[src/rtl/cdc_strobe_arbiter_if.sv]
// Event/strobe bundle shared by cdc_strobe_arbiter and its requester side.
// The master drives req; the slave (the arbiter) drives the strobe channel.
interface cdc_strobe_arbiter_if #(
    parameter int unsigned REQ_N = 4
) ();
    localparam int unsigned ID_W = $clog2(REQ_N);

    logic [REQ_N-1:0] req;
    logic             strb_out;
    logic [ID_W-1:0]  id_out;
    logic [REQ_N-1:0] ack;
    logic [REQ_N-1:0] ovf;
    logic             busy;

    modport master (
        output req,
        input  strb_out, id_out, ack, ovf, busy
    );

    modport slave (
        input  req,
        output strb_out, id_out, ack, ovf, busy
    );
endinterface

[src/rtl/cdc_strobe_arbiter.sv]
// Round-robin scheduler that merges per-requester events onto one
// clock-crossing strobe channel, keeping at least GAP_CYCLES between strobes.
module cdc_strobe_arbiter #(
    parameter int unsigned REQ_N      = 4,
    parameter int unsigned GAP_CYCLES = 4
) (
    input  logic                      clk,
    input  logic                      rst,
    cdc_strobe_arbiter_if.slave       bus
);
    localparam int unsigned ID_W = $clog2(REQ_N);

    typedef enum logic {IDLE, HOLD} state_e;

    state_e           state_q;
    logic [REQ_N-1:0] req_b_q;
    logic [REQ_N-1:0] pending_q, pending_d;
    logic [REQ_N-1:0] ovf_q, ovf_d;
    logic [REQ_N-1:0] ack_q;
    logic [ID_W-1:0]  ptr_q, ptr_d;
    logic [ID_W-1:0]  id_q;
    logic [7:0]       cnt_q;
    logic             strb_q;

    logic [REQ_N-1:0] req_ed;
    logic [REQ_N-1:0] grant_vec;
    logic [ID_W-1:0]  winner;
    logic [ID_W-1:0]  idx_w;
    logic             found;
    logic             do_grant;
    int unsigned      idx;

    assign req_ed = bus.req & ~req_b_q;

    // First pending bit at or after ptr, wrapping modulo REQ_N (not 2**ID_W).
    always_comb begin
        found  = 1'b0;
        winner = '0;
        idx    = 0;
        idx_w  = '0;
        for (int unsigned k = 0; k < REQ_N; k++) begin
            idx = 32'(ptr_q) + k;
            if (idx >= REQ_N) begin
                idx = idx - REQ_N;
            end
            idx_w = ID_W'(idx);
            if (!found && pending_q[idx_w]) begin
                found  = 1'b1;
                winner = idx_w;
            end
        end
    end

    always_comb begin
        do_grant  = found && ((state_q == IDLE) || (cnt_q == 8'd0));
        grant_vec = '0;
        if (do_grant) begin
            grant_vec[winner] = 1'b1;
        end
        ptr_d = (winner == ID_W'(REQ_N - 1)) ? '0 : winner + 1'b1;
        // A new edge on the requester being granted re-arms it instead of overflowing.
        pending_d = (pending_q & ~grant_vec) | req_ed;
        ovf_d     = req_ed & pending_q & ~grant_vec;
    end

    always_ff @(posedge clk) begin
        if (rst) begin
            state_q   <= IDLE;
            req_b_q   <= '0;
            pending_q <= '0;
            ovf_q     <= '0;
            ack_q     <= '0;
            ptr_q     <= '0;
            id_q      <= '0;
            cnt_q     <= '0;
            strb_q    <= 1'b0;
        end else begin
            req_b_q   <= bus.req;
            pending_q <= pending_d;
            ovf_q     <= ovf_d;
            ack_q     <= grant_vec;
            strb_q    <= do_grant;
            if (do_grant) begin
                id_q    <= winner;
                ptr_q   <= ptr_d;
                cnt_q   <= 8'(GAP_CYCLES - 1);
                state_q <= HOLD;
            end else if (state_q == HOLD) begin
                if (cnt_q != 8'd0) begin
                    cnt_q <= cnt_q - 8'd1;
                end else begin
                    state_q <= IDLE;
                end
            end
        end
    end

    assign bus.strb_out = strb_q;
    assign bus.id_out   = id_q;
    assign bus.ack      = ack_q;
    assign bus.ovf      = ovf_q;
    assign bus.busy     = (state_q == HOLD) || (|pending_q);
endmodule

[src/flat_wrapper.sv]
// flat-port wrapper written by rule: the top's interface ports become plain ports
module cdc_strobe_arbiter_flat 
#(
    parameter int unsigned REQ_N      = 4,
    parameter int unsigned GAP_CYCLES = 4
)
  (clk, rst, bus_req, bus_strb_out, bus_id_out, bus_ack, bus_ovf, bus_busy);
  cdc_strobe_arbiter_if #(.REQ_N(REQ_N)) bus_i ();
  input  logic clk;
  input  logic rst;
  input wire logic [$bits(bus_i.req)-1:0] bus_req;
  output wire logic [$bits(bus_i.strb_out)-1:0] bus_strb_out;
  output wire logic [$bits(bus_i.id_out)-1:0] bus_id_out;
  output wire logic [$bits(bus_i.ack)-1:0] bus_ack;
  output wire logic [$bits(bus_i.ovf)-1:0] bus_ovf;
  output wire logic [$bits(bus_i.busy)-1:0] bus_busy;
  assign bus_i.req = bus_req;
  assign bus_strb_out = bus_i.strb_out;
  assign bus_id_out = bus_i.id_out;
  assign bus_ack = bus_i.ack;
  assign bus_ovf = bus_i.ovf;
  assign bus_busy = bus_i.busy;
  cdc_strobe_arbiter #(.REQ_N(REQ_N), .GAP_CYCLES(GAP_CYCLES)) u_core (.clk(clk), .rst(rst), .bus(bus_i));
endmodule
[config.mk]
export PLATFORM = sky130hd
export DESIGN_NAME = cdc_strobe_arbiter_flat
export DESIGN_NICKNAME = d
export VERILOG_FILES = /design/src/rtl/cdc_strobe_arbiter_if.sv /design/src/rtl/cdc_strobe_arbiter.sv /design/src/flat_wrapper.sv
export SDC_FILE = /design/constraint.sdc
export NUM_CORES = 1
export LEC_CHECK = 0
export BUFFER_PORTS_ARGS = -buffer_cell sky130_fd_sc_hd__buf_2
export CAP_MARGIN = 20
export CORE_MARGIN = 1
export CORE_UTILIZATION = 49
export DETAILED_ROUTE_END_ITERATION = 8
export MAX_ROUTING_LAYER = met4
export PLACE_DENSITY = 0.72
export REMOVE_ABC_BUFFERS = 1
export SLEW_MARGIN = 10
export SYNTH_ARGS = -nofsm -noshare
export SYNTH_HDL_FRONTEND = slang
export SYNTH_SLANG_ARGS = --single-unit
[constraint.sdc]
create_clock -name clk -period 1.9 [get_ports clk]
set_input_delay 0.285 -clock clk [delete_from_list [all_inputs] [get_ports clk]]
set_output_delay 0.285 -clock clk [all_outputs]
set_load 0.005 [all_outputs]
# Word-level counts from Yosys, hierarchy flattened
# Index checks and enable logic that the tools add are counted.
[classes]
n_addsub = 9
reduce_logical = 18
n_mux = 30
bitwise = 8
n_lt_le_gt_ge = 10
eq_ne = 1
[ops]
columns = ["operator", "count"]
rows = [
  ["2-bit 2-to-1 mux", 12],
  ["4-bit AND", 4],
  ["2-bit by 3-bit less-than comparator with 1-bit output (second input constant)", 5],
  ["1-bit 2-to-1 mux", 12],
  ["3-bit greater-or-equal comparator (second input constant)", 3],
  ["1-bit binary-select mux with 2-bit select", 4],
  ["8-bit zero test", 1],
  ["4-bit inverter", 2],
  ["8-bit nonzero test", 1],
  ["2-bit by 1-bit subtractor with 2-bit output (second input constant)", 4],
  ["8-bit by 1-bit subtractor with 8-bit output (second input constant)", 1],
  ["2-bit by 2-bit adder with 3-bit output (second input constant)", 2],
  ["1-bit logical AND", 5],
  ["4-bit 2-to-1 mux", 1],
  ["4-bit bitwise OR", 1],
  ["2-bit AND reduction", 2],
  ["2-bit nonzero test", 2],
  ["4-bit OR reduction", 1],
  ["2-bit by 1-bit adder with 3-bit output (second input constant)", 1],
  ["2-bit by 3-bit greater-or-equal comparator with 1-bit output (second input constant)", 1],
  ["1-bit zero test", 3],
  ["2-bit by 1-bit adder with 2-bit output (second input constant)", 1],
  ["1-bit demux with 2-bit select", 1],
  ["2-bit equality test (second input constant)", 1],
  ["4 further kinds", 5],
]
[word_totals]
wordCells = 86
reg_bits = 30
in_bits = 6

# Logic depth before layout (Yosys ltp)
# Gate-level depths: netlist of the first run.
[logic_depth]
word_depth = 22
ltp_mapped = 8
mapped_depth_nobuf = 8

# Worst setup path after synthesis of the first run
# No wires, ideal clock.
[synth_timing]
kind = "reg2reg"
start = "register u_core.cnt_q[0]"
end = "register u_core.ptr_q[0]"
setup_slack_ns = 0.014
required_time_ns = 1.831
n_path_buf = 1
arrival_ns = 1.817
path_stages_with_launch = 8
setup_time_ns = 0.069
cell_sequence = "dfxtp_1 -> inv_1 -> ha_1 -> or3b_2 -> o21a_1 -> buf_2 -> or4_1 -> o21ai_1"
[synth_via]
elab_chain_len = 3
[synth_rtl]
columns = ["element", "line", "rtl"]
rows = [
  ["from (decl)", "cdc_strobe_arbiter.sv:22", "logic [7:0] cnt_q;"],
  ["from (signal assigned)", "cdc_strobe_arbiter.sv:86", "cnt_q <= 8'(GAP_CYCLES - 1);"],
  ["from (signal assigned)", "cdc_strobe_arbiter.sv:90", "cnt_q <= cnt_q - 8'd1;"],
  ["8-bit zero test", "cdc_strobe_arbiter.sv:55", "do_grant = found && ((state_q == IDLE) || (cnt_q == 8'd0));"],
  ["1-bit logical OR", "cdc_strobe_arbiter.sv:55", ""],
  ["1-bit logical AND", "cdc_strobe_arbiter.sv:55", ""],
  ["to (signal assigned)", "cdc_strobe_arbiter.sv:85", "ptr_q <= ptr_d;"],
  ["to (decl)", "cdc_strobe_arbiter.sv:20", "logic [ID_W-1:0] ptr_q, ptr_d;"],
]
# Every way passes these cells.
# A chain may end at the register's enable or synchronous reset.

# Final worst setup path of the first run
[layout_timing]
start = "register u_core.cnt_q[0]"
end = "register u_core.cnt_q[5]"
[layout_via]
elab_chain_len = 4
[layout_rtl]
columns = ["element"]
rows = [
  ["parallel branches: the longest is 4 deep, another holds 8-bit by 1-bit subtractor with 8-bit output"],
]
# Several ways; the timed one is not identified.

==> out/qor.yml, run 1 <==
run_status:
  outcome: "completed"
detailed_routing:
  drc: 0
  wl_per_cell_um: 13.08
  detail_route.wirelength_um: 2695
  detail-route-antenna-nets: 0
  detailroute.via_count: 1112
  drtPass1Iterations: 4
  avgViaCountPerCell: 5.398
  initialDrtViolationCount: 13
hold_path:
  worst_min_delay_path_class: "in -> reg"
  min_delay_path_depth: 2
  hold_path.startpoint: "bus_req[1]"
pwr:
  share_clk_of_total_power: 0.229
  share_comb_of_total_power: 0.317
  leakagePower_uw: 0.0006832
  ir_drop_v: 0.0008280
  power.share.sequential: 0.454
  switching_power_uw: 553.7
  pwr_density_cell_nw_per_um2: 1045
  switching_share: 0.3233
  power.internal_uw: 1159
  total_power_uw: 1713
die:
  design.die.area_um2: 2850
  fp.coreArea_um2: 2477
  die_height_um: 53.39
  row_count: 18
  starting_density_of_the_core: 0.5222
  dieWidth_um: 53.39
  io_pins: 18
setup_path:
  critical_path.max_fanout: 3
  timing.critical_path.from_type: "register"
  reg2reg_from: "u_core.cnt_q[0]"
  timing.reg2reg.worst_path_depth: 5
  crit_chain: "buf_4 > or3_2 > or3_4 > or4_1 > o311ai_0"
  setup.worst_path.start: "u_core.cnt_q[0]"
  delay_heaviest_family_cp: "simple AND/OR/NAND/NOR gates"
  timing.critical_path.arrival_ns: 2.12
  worst_path_largest_cell_delay_ns: 0.48
  worst-endpoint-required_ns: 2.13
  cp-end-kind: "register"
  critical_setup_path_kind: "reg -> reg"
  path_depth: 5
  critPathBufInv: 1
  crit_slowest_cell: "sky130_fd_sc_hd__or3_2"
sta:
  timing_max_transition_violations_final: 0
  finalWorstPathRequiredPeriod_ns: 1.889
  worst_slew_margin_rel: 0.6560
  timing.fmax_ghz: 0.5293
  post-route-period-util: 0.9943
  hold_viol_final: 0
  tightest_slew_ns: 0.5160
  grt_setup_unrepaired: "true"
  total_negative_slack_for_setup_checks_ns: 0
  timing.clock.skew_ns: 0.005675
  setup-violations-final: 0
  setup_ws_ns: 0.01080
cells_and_area:
  instances_no_fill: 206
  synthToLayoutAreaGrowth_pct: 26.69
  drive_above_1_share: 0.3239
  count_of_antenna_diodes_in_the_layout: 0
  layout.nets: 186
  fin_util: 0.6616
synth:
  ys_seq_area_frac: 0.4642
  postSynth.topFlopCell: "sky130_fd_sc_hd__dfxtp_1"
  synth_area_per_cell_um2: 8.984
  share_of_the_synthesized_area_in_compound_gates_ao_oa_aoi_oai: 0.1499
  yosys.cell_types.count: 31
  share_of_the_synthesized_netlist_area_taken_by_xor_and_xnor_gates: 0
  netlist_instances: 144
  synthMuxAreaShare: 0.03095
  number_of_storage_elements_in_the_synthesis_netlist: 30
  synthesis_warnings: 0
  synthSimpleGateAreaFrac: 0.2534
  synth_fa_ha_area_frac: 0.04836
  postSynth.asyncResetShare: 0
  number_of_synthesized_flops_with_an_enable_pin: 0
  synth_top_family_by_area: "simple AND/OR/NAND/NOR gates"
  syn_area_um2: 1294
grt:
  grt_util_all_layers: 0.2273
  first_global_vias: 1016
  grt.overflow.total: 0
  grt_pass1_wl_um: 4264
  grt_antenna_before_repair: 0
  grt_start_max_net_pins: 33
cts:
  cts_made_buffers: 5
  clock_tree.buffer_depth: 2
  worst_skew_pair.late_latency_ns: 0.33
  cts-htree-levels: 2
  post_cts_hold_buffer_count: 0
  cts.repair_timing.setup_buffer_count: 0
  clock_sink_count: 30
  clock-root-buffer: "sky130_fd_sc_hd__clkbuf_4"
  cts.reportedPaths.clkPinSlew_ns: 0.09
  cts_tree: "done"
place:
  dpl_wire_length_um: 1908
  pre_cts_ws_ns: -0.06146
  port_buffers: 17
  globalplace.congestion: 0.8932
  cell_count_post_placement: 198
flow_run:
  drv_cap: 0
[final timing paths]
path | endpoint | slack, ns
min | u_core.req_b_q[1] | 0.18
min reg2reg | u_core.bus.id_out[0] | 0.48
max reg2reg | u_core.cnt_q[5] | 0.01
max | u_core.cnt_q[5] | 0.01
[layout by cell type, fill, tap and decap left out, types with 2 or more instances in the layout]
master	n
sky130_fd_sc_hd__nor4_1	4
sky130_fd_sc_hd__dfxtp_4	4
sky130_fd_sc_hd__nand2_1	4
sky130_fd_sc_hd__a21oi_1	9
sky130_fd_sc_hd__or4_4	2
sky130_fd_sc_hd__nor3_1	9
sky130_fd_sc_hd__nand2b_1	9
sky130_fd_sc_hd__o21ai_1	6
sky130_fd_sc_hd__inv_2	2
sky130_fd_sc_hd__buf_2	17
sky130_fd_sc_hd__buf_4	14
sky130_fd_sc_hd__o21a_1	2
sky130_fd_sc_hd__a211oi_1	2
sky130_fd_sc_hd__nor2_1	7
sky130_fd_sc_hd__dfxtp_2	2
sky130_fd_sc_hd__clkbuf_4	5
sky130_fd_sc_hd__o31ai_1	2
sky130_fd_sc_hd__inv_1	9
sky130_fd_sc_hd__nor2b_1	6
sky130_fd_sc_hd__nand4b_1	2
sky130_fd_sc_hd__dfxtp_1	24
sky130_fd_sc_hd__ha_4	2
sky130_fd_sc_hd__mux2i_1	4
sky130_fd_sc_hd__ha_1	3
sky130_fd_sc_hd__or4_1	5
sky130_fd_sc_hd__o21ai_0	4
[metal layers]
metal  vias to the layer above  GRT usage  routed length (um)
li1                        576          -                   -
met1                       520     0.2222                1173
met2                        14     0.3938                1384
met3                         2    0.09483                 104
met4                         0    0.09211                  32
met5                         -          -                   0
[cell usage after synthesis (2+ instances only)]
| cell | number | area [um^2] |
|---|---|---|
| sky130_fd_sc_hd__dfxtp_1 | 30 | 600.6 |
| sky130_fd_sc_hd__inv_1 | 11 | 41.29 |
| sky130_fd_sc_hd__a21oi_1 | 10 | 50.05 |
| sky130_fd_sc_hd__nand2b_1 | 9 | 56.30 |
| sky130_fd_sc_hd__nor3_1 | 9 | 45.04 |
| sky130_fd_sc_hd__o21ai_0 | 9 | 45.04 |
| sky130_fd_sc_hd__nor2_1 | 7 | 26.28 |
| sky130_fd_sc_hd__clkbuf_1 | 6 | 22.52 |
| sky130_fd_sc_hd__nor2b_1 | 6 | 37.54 |
| sky130_fd_sc_hd__nor4_1 | 6 | 37.54 |
| sky130_fd_sc_hd__or4_1 | 6 | 45.04 |
| sky130_fd_sc_hd__ha_1 | 5 | 62.56 |
| sky130_fd_sc_hd__mux2i_1 | 4 | 40.04 |
| sky130_fd_sc_hd__nand2_1 | 4 | 15.01 |
| sky130_fd_sc_hd__a211oi_1 | 2 | 15.01 |
| sky130_fd_sc_hd__nand4b_1 | 2 | 17.52 |
| sky130_fd_sc_hd__o21a_1 | 2 | 15.01 |
| sky130_fd_sc_hd__o31ai_1 | 2 | 15.01 |
| sky130_fd_sc_hd__or3_1 | 2 | 12.51 |
[power by group through the flow]
stage	logic, uW	clock network (uW)	registers (uW)
finish	543	393	777
global route	605	439	786
CTS	509	407	767
detailed placement	485	0	776
global placement	472	0	771
floorplan	280	0	769
[cell type report]
cell class	instances	area [um^2]
clock buffers	7	55.05
clock inverters	1	5.005
fillers	233	838.3
inverters	11	41.29
multi-input cells	96	691.9
flip-flops and latches	30	618.1
well taps	30	37.54
repair buffers	31	190.2
[metrics by stage]
step	instance area (um^2)	hold slack [ns]
final	1639	0.1823
after CTS	1580	0.1748
after global routing	1639	0.1650
after detailed placement	1494	0.4699
after floorplan	1266	0.3541
after global placement	1494	0.4635
[sequential cells by signal, summed over array words and instances, names as in the netlist]
name	cells
u_core.bus.ovf	4
u_core.cnt_q	8
u_core.ptr_q	2
u_core.bus.strb_out	1
u_core.bus.ack	4
u_core.req_b_q	4
u_core.pending_q	4
u_core.bus.id_out	2
u_core.state_q	1
[what timing repair did]
| action | in CTS | in global routing |
|---|---|---|
| gates cloned | 0 | 0 |
| setup endpoints to repair | 10 | 7 |
| pin swaps | 2 | 4 |
| resized for setup | 13 | 16 |
[kinds of logic after synthesis]
kind of cell / Yosys count
and+or+nand+nor: 55
AOI/OAI and AO/OA: 32
DFF: 30
buffers and inverters: 18
adders and majority gates: 5
muxes: 4
(Power assumes the default switching activity.)
==> run 2: changes to the inputs <==
--- a/config.mk
+++ b/config.mk
@@ -13,6 +13,7 @@
 export MAX_ROUTING_LAYER = met4
 export PLACE_DENSITY = 0.72
 export REMOVE_ABC_BUFFERS = 1
+export SETUP_SLACK_MARGIN = 0.02
 export SLEW_MARGIN = 10
 export SYNTH_ARGS = -nofsm -noshare
 export SYNTH_HDL_FRONTEND = slang
==> out/qor.yml, run 2 (synthesized netlist as in run 1, its figures left out) <==
detailed_routing:
  drtPass1Iterations: 4  # unchanged
  detailroute.via_count: 1112  # unchanged
  detail_route.wirelength_um: 2694  # about the same
  drc: 0  # unchanged
  avgViaCountPerCell: 5.398  # unchanged
  wl_per_cell_um: 13.08  # about the same
  initialDrtViolationCount: 13  # unchanged
  detail-route-antenna-nets: 0  # unchanged
sta:
  timing_max_transition_violations_final: 0  # unchanged
  finalWorstPathRequiredPeriod_ns: 1.889  # unchanged
  timing.clock.skew_ns: 0.005675  # +0.00000002000 ns
  total_negative_slack_for_setup_checks_ns: 0  # unchanged
  tightest_slew_ns: 0.5160  # unchanged
  timing.fmax_ghz: 0.5293  # unchanged
  hold_viol_final: 0  # unchanged
  post-route-period-util: 0.9943  # unchanged
  setup-violations-final: 0  # unchanged
  worst_slew_margin_rel: 0.6560  # unchanged
  grt_setup_unrepaired: "true"
cts:
  cts_made_buffers: 5  # unchanged
  clock-root-buffer: "sky130_fd_sc_hd__clkbuf_4"
  cts-htree-levels: 2  # unchanged
  clock_sink_count: 30  # unchanged
  cts.reportedPaths.clkPinSlew_ns: 0.09  # about the same
  clock_tree.buffer_depth: 2  # unchanged
  worst_skew_pair.late_latency_ns: 0.33  # about the same
  cts_tree: "done"
pwr:
  pwr_density_cell_nw_per_um2: 1045  # about the same
  power.share.sequential: 0.454  # about the same
  power.internal_uw: 1159  # about the same
  switching_power_uw: 554.5  # +0.13%
  share_clk_of_total_power: 0.229  # about the same
  share_comb_of_total_power: 0.317  # about the same
  ir_drop_v: 0.0008281  # about the same
  switching_share: 0.3236  # about the same
  leakagePower_uw: 0.0006815  # -0.24%
setup_path:
  timing.reg2reg.worst_path_depth: 5  # unchanged
  worst-endpoint-required_ns: 2.13  # about the same
  critical_setup_path_kind: "reg -> reg"
  timing.critical_path.arrival_ns: 2.12  # about the same
  timing.critical_path.from_type: "register"
  regToRegEndpoint: "u_core.cnt_q[5]"
  reg2reg_from: "u_core.cnt_q[0]"
  reg2reg_setup_slack_ns: 0.01  # about the same
  cp-end-kind: "register"
  critical_path.max_fanout: 3  # unchanged
cells_and_area:
  fill_cells: 233  # unchanged
  multiInputGateArea_um2: 691.9  # unchanged
  layout.cells.most_common: "sky130_fd_sc_hd__dfxtp_1"
  count_of_antenna_diodes_in_the_layout: 0  # unchanged
  largest-register: "u_core.cnt_q"
  area.sequential_um2: 618.1  # unchanged
  mostFrequentLayoutCells: "sky130_fd_sc_hd__dfxtp_1 (24), sky130_fd_sc_hd__buf_2 (17), sky130_fd_sc_hd__buf_4 (14)"
  layout.nets: 186  # unchanged
  largest_reg_flops: 8  # unchanged
  drive_above_1_share: 0.3295  # +0.005682
  synthToLayoutAreaGrowth_pct: 26.69  # unchanged
  instances_no_fill: 206  # unchanged
die:
  starting_density_of_the_core: 0.5222  # unchanged
  io_pins: 18  # unchanged
  design.die.area_um2: 2850  # unchanged
  row_count: 18  # unchanged
  fp.coreArea_um2: 2477  # unchanged
  dieWidth_um: 53.39  # unchanged
  die_height_um: 53.39  # unchanged
flow_run:
  drv_cap: 0  # unchanged
grt:
  grt_start_max_net_pins: 33  # unchanged
  first_global_vias: 1016  # unchanged
  grt_antenna_before_repair: 0  # unchanged
  grt_pass1_wl_um: 4264  # unchanged
  grt.overflow.total: 0  # unchanged
  grt_util_all_layers: 0.2273  # unchanged
hold_path:
  worstHoldEndpoint: "u_core.req_b_q[1]"
  min_delay_path_depth: 2  # unchanged
  hold_path.startpoint: "bus_req[1]"
  worst_min_delay_path_class: "in -> reg"
place:
  dpl_wire_length_um: 1908  # unchanged
  port_buffers: 17  # unchanged
  globalplace.congestion: 0.8932  # unchanged
  cell_count_post_placement: 198  # unchanged
run_status:
  outcome: "completed"
[run 2: cell types whose count changed in the layout (fill, tap and decap cells not counted)]
cell and delta:
sky130_fd_sc_hd__inv_1 -1, sky130_fd_sc_hd__inv_2 +1
[run 2: cell type report]
cell class                 instances  share of cell area
inverter                          11             0.02519
clock buffer                       7             0.03359
tap                               30             0.02290
sequential                        30              0.3771
multi-input combinational         96              0.4221
timing repair buffer              31              0.1160
clock inverter                     1            0.003053
[run 2: power groups by stage]
stage          Sequential, uW  Combinational, uW  Clock [uW]
2_1_floorplan             769                280           0
3_3_place_gp              771                472           0
3_5_place_dp              776                485           0
4_1_cts                   767                509         407
5_1_grt                   786                606         439
6_report                  777                544         393
[run 2: stage by stage]
stage | utilization | worst slack (ns) | hold slack, ns | total power, uW | area [um^2]
6_report | 0.6616 | 0.01080 | 0.1823 | 1714 | 1639
5_1_grt | 0.6616 | -0.03887 | 0.1650 | 1831 | 1639
4_1_cts | 0.6379 | 0.006418 | 0.1748 | 1683 | 1580
3_5_place_dp | 0.6030 | -0.06146 | 0.4699 | 1261 | 1494
3_3_place_gp | 0.6030 | -0.01729 | 0.4635 | 1243 | 1494
2_1_floorplan | - | -0.5968 | 0.3541 | 1048 | 1266
[run 2: worst max-delay path by stage]
stage | from | endpoint | slack, ns | cells after the start
after floorplan | u_core.pending_q[1] | u_core.ptr_q[0] | -0.60 | 5
after global placement | u_core.cnt_q[0] | u_core.cnt_q[5] | -0.02 | 7
after detailed placement | u_core.cnt_q[0] | u_core.cnt_q[5] | -0.06 | 7
after CTS | u_core.cnt_q[2] | u_core.cnt_q[7] | 0.006 | 4
after global routing | u_core.cnt_q[2] | u_core.cnt_q[7] | -0.04 | 4
final | u_core.cnt_q[0] | u_core.cnt_q[5] | 0.01 | 5
[run 2: layer usage]
metal  track usage  wire length [um]
met4       0.09211                32
met5             -                 0
met1        0.2222              1172
met2        0.3938              1384
met3       0.09483               104
[run 2: critical path, cell delays in order, from the launching register on]
cell and delay, ns:
sky130_fd_sc_hd__dfxtp_1 0.33, sky130_fd_sc_hd__buf_4 0.14, sky130_fd_sc_hd__or3_2 0.48, sky130_fd_sc_hd__or3_4 0.35, sky130_fd_sc_hd__or4_1 0.41, sky130_fd_sc_hd__o311ai_0 0.09
[run 2: what timing repair did]
item | CTS | global route
setup endpoints to repair | 11 | 12
pin swaps | 2 | 5
buffers inserted | 0 | 0
endpoints found under the hold margin | 0 | 0
hold buffers | 0 | 0
resized for setup | 13 | 17
==> run 3: changes to the inputs <==
--- a/config.mk
+++ b/config.mk
@@ -11,7 +11,7 @@
 export CORE_UTILIZATION = 49
 export DETAILED_ROUTE_END_ITERATION = 8
 export MAX_ROUTING_LAYER = met4
-export PLACE_DENSITY = 0.72
+export PLACE_DENSITY = 0.71
 export REMOVE_ABC_BUFFERS = 1
 export SETUP_SLACK_MARGIN = 0.02
 export SLEW_MARGIN = 10
==> constraint.sdc (replaced) <==
create_clock -name clk -period 2 [get_ports clk]
set_input_delay 0.3 -clock clk [delete_from_list [all_inputs] [get_ports clk]]
set_output_delay 0.3 -clock clk [all_outputs]
set_load 0.005 [all_outputs]
==> out/qor.yml, run 3 (synthesized netlist as in run 1, its figures left out) <==
run_status:
  outcome: "completed"
setup_path:
  worst-endpoint-required_ns: 2.24  # +0.11 ns
  cp_common_cell: "sky130_fd_sc_hd__or4_1"
  timing.critical_path.arrival_ns: 2.17  # +0.05 ns
  critical_setup_path_kind: "reg -> reg"
  critical_path.max_fanout: 4  # +1
  delay_heaviest_family_cp: "simple AND/OR/NAND/NOR gates"
  worst_path_largest_cell_delay_ns: 0.57  # +0.09 ns
  reg2reg_setup_slack_ns: 0.07  # +0.06 ns
  timing.critical_path.from_type: "register"
  critPathBufInv: 0  # -1
  crit_slowest_cell: "sky130_fd_sc_hd__or4_4"
  crit_chain: "or4_4 > or4_1 > or4_1 > o311ai_1"
  cp-end-kind: "register"
die:
  design.die.area_um2: 2850  # unchanged
  row_count: 18  # unchanged
  dieWidth_um: 53.39  # unchanged
  io_pins: 18  # unchanged
  starting_density_of_the_core: 0.5222  # unchanged
  die_height_um: 53.39  # unchanged
  fp.coreArea_um2: 2477  # unchanged
sta:
  hold_viol_final: 0  # unchanged
  setup-violations-final: 0  # unchanged
  timing_max_transition_violations_final: 0  # unchanged
  worst_slew_margin_rel: 0.6842  # +0.02823
  total_negative_slack_for_setup_checks_ns: 0  # unchanged
  timing.fmax_ghz: 0.5185  # -2.0%
  post-route-period-util: 0.9643  # -0.03001
  finalWorstPathRequiredPeriod_ns: 1.929  # +0.03942 ns
  grt_setup_unrepaired: "false"
  setup_ws_ns: 0.07138  # +0.06058 ns
  timing.clock.skew_ns: 0.007776  # +0.002100 ns
  tightest_slew_ns: 0.4736  # -0.04235 ns
detailed_routing:
  detail-route-antenna-nets: 0  # unchanged
  wl_per_cell_um: 13.63  # +4.3%
  drc: 0  # unchanged
  drtPass1Iterations: 4  # unchanged
  detail_route.wirelength_um: 2754  # +2.2%
  initialDrtViolationCount: 18  # +5
  avgViaCountPerCell: 5.634  # +4.4%
  detailroute.via_count: 1138  # +2.3%
pwr:
  pwr_density_cell_nw_per_um2: 1009  # -3.5%
  ir_drop_v: 0.0007615  # -8.0%
  leakagePower_uw: 0.0006552  # -3.9%
  total_power_uw: 1555  # -9.3%
place:
  pre_cts_ws_ns: 0.03514  # +0.09660 ns
  dpl_wire_length_um: 1954  # +2.4%
  cell_count_post_placement: 194  # -2.0%
  globalplace.congestion: 0.8273  # -7.4%
  port_buffers: 17  # unchanged
grt:
  use_met2: 0.3750  # -0.01875
  grt_antenna_before_repair: 0  # unchanged
  busiest_layer: "met2"
  first_global_vias: 1053  # +3.6%
  grt_start_max_net_pins: 30  # -9.1%
  grt_util_all_layers: 0.2283  # +0.0009457
  grt_pass1_wl_um: 4443  # +4.2%
  m3_gr_usage: 0.08621  # -0.008621
  grt.overflow.total: 0  # unchanged
  met1_usage: 0.2457  # +0.02345
cts:
  clock-root-buffer: "sky130_fd_sc_hd__clkbuf_4"
  cts-htree-levels: 2  # unchanged
  cts.reportedPaths.clkPinSlew_ns: 0.10  # about the same
  clock_tree.buffer_depth: 2  # unchanged
  worst_skew_pair.late_latency_ns: 0.33  # about the same
  cts_tree: "done"
  post_cts_hold_buffer_count: 0  # unchanged
  cts_made_buffers: 5  # unchanged
  clock_sink_count: 30  # unchanged
cells_and_area:
  drive_above_1_share: 0.2442  # -0.08536
  instances_no_fill: 202  # -1.9%
  layout.cells.most_common: "sky130_fd_sc_hd__dfxtp_1"
  synthToLayoutAreaGrowth_pct: 19.15
  mostFrequentLayoutCells: "sky130_fd_sc_hd__dfxtp_1 (27), sky130_fd_sc_hd__buf_2 (17), sky130_fd_sc_hd__inv_1 (11)"
  largest-register: "u_core.cnt_q"
  layout.nets: 182  # -2.2%
  largest_reg_flops: 8  # unchanged
  fill_cells: 216  # -7.3%
  fin_util: 0.6222  # -0.03939
  count_of_antenna_diodes_in_the_layout: 0  # unchanged
flow_run:
  drv_cap: 0  # unchanged
hold_path:
  worst_min_delay_path_class: "in -> reg"
## run 3: worst paths after layout
kind / endpoint / depth (start not counted) / start
worst min register to register: u_core.bus.id_out[0] / 2 / u_core.bus.id_out[0]
worst max-delay path: u_core.cnt_q[7] / 4 / u_core.cnt_q[2]
worst max register to register: u_core.cnt_q[7] / 4 / u_core.cnt_q[2]
worst min-delay path: u_core.req_b_q[3] / 2 / bus_req[3]
## run 3: report_power, final
part	internal [uW]	switching, uW	total (uW)
sequential	671	60.6	732
clock	170	208	378
combinational	210	235	445
total	1050	504	1550
## run 3: metrics by stage
step / hold slack [ns] / cell area [um^2]
2_1_floorplan: 0.3691 / 1266
3_5_place_dp: 0.4773 / 1464
3_3_place_gp: 0.4709 / 1464
5_1_grt: 0.1956 / 1541
6_report: 0.1966 / 1541
4_1_cts: 0.1959 / 1525
## run 3: layer usage
| layer | share of wire | vias to the layer above | wire length [um] |
|---|---|---|---|
| met5 | 0 | - | 0 |
| met4 | 0.015 | 0 | 40 |
| met2 | 0.49 | 24 | 1348 |
| met1 | 0.45 | 532 | 1242 |
| li1 | - | 576 | - |
| met3 | 0.044 | 6 | 122 |
## run 3: area by class of cell
cell class                      count  area (um^2)  area share
Multi-Input combinational cell     96        638.1      0.4140
Sequential cell                    30        604.3      0.3920
Timing Repair Buffer               27        160.2      0.1039
Clock buffer                        7        55.05     0.03571
Inverter                           11        41.29     0.02679
Tap cell                           30        37.54     0.02435
Clock inverter                      1        5.005    0.003247
## run 3: what timing repair did
action	4_1_cts	5_1_grt
setup buffers	0	0
pin swaps	0	0
endpoints found under the setup margin	1	5
hold endpoints to repair	0	0
gates resized for setup	1	6
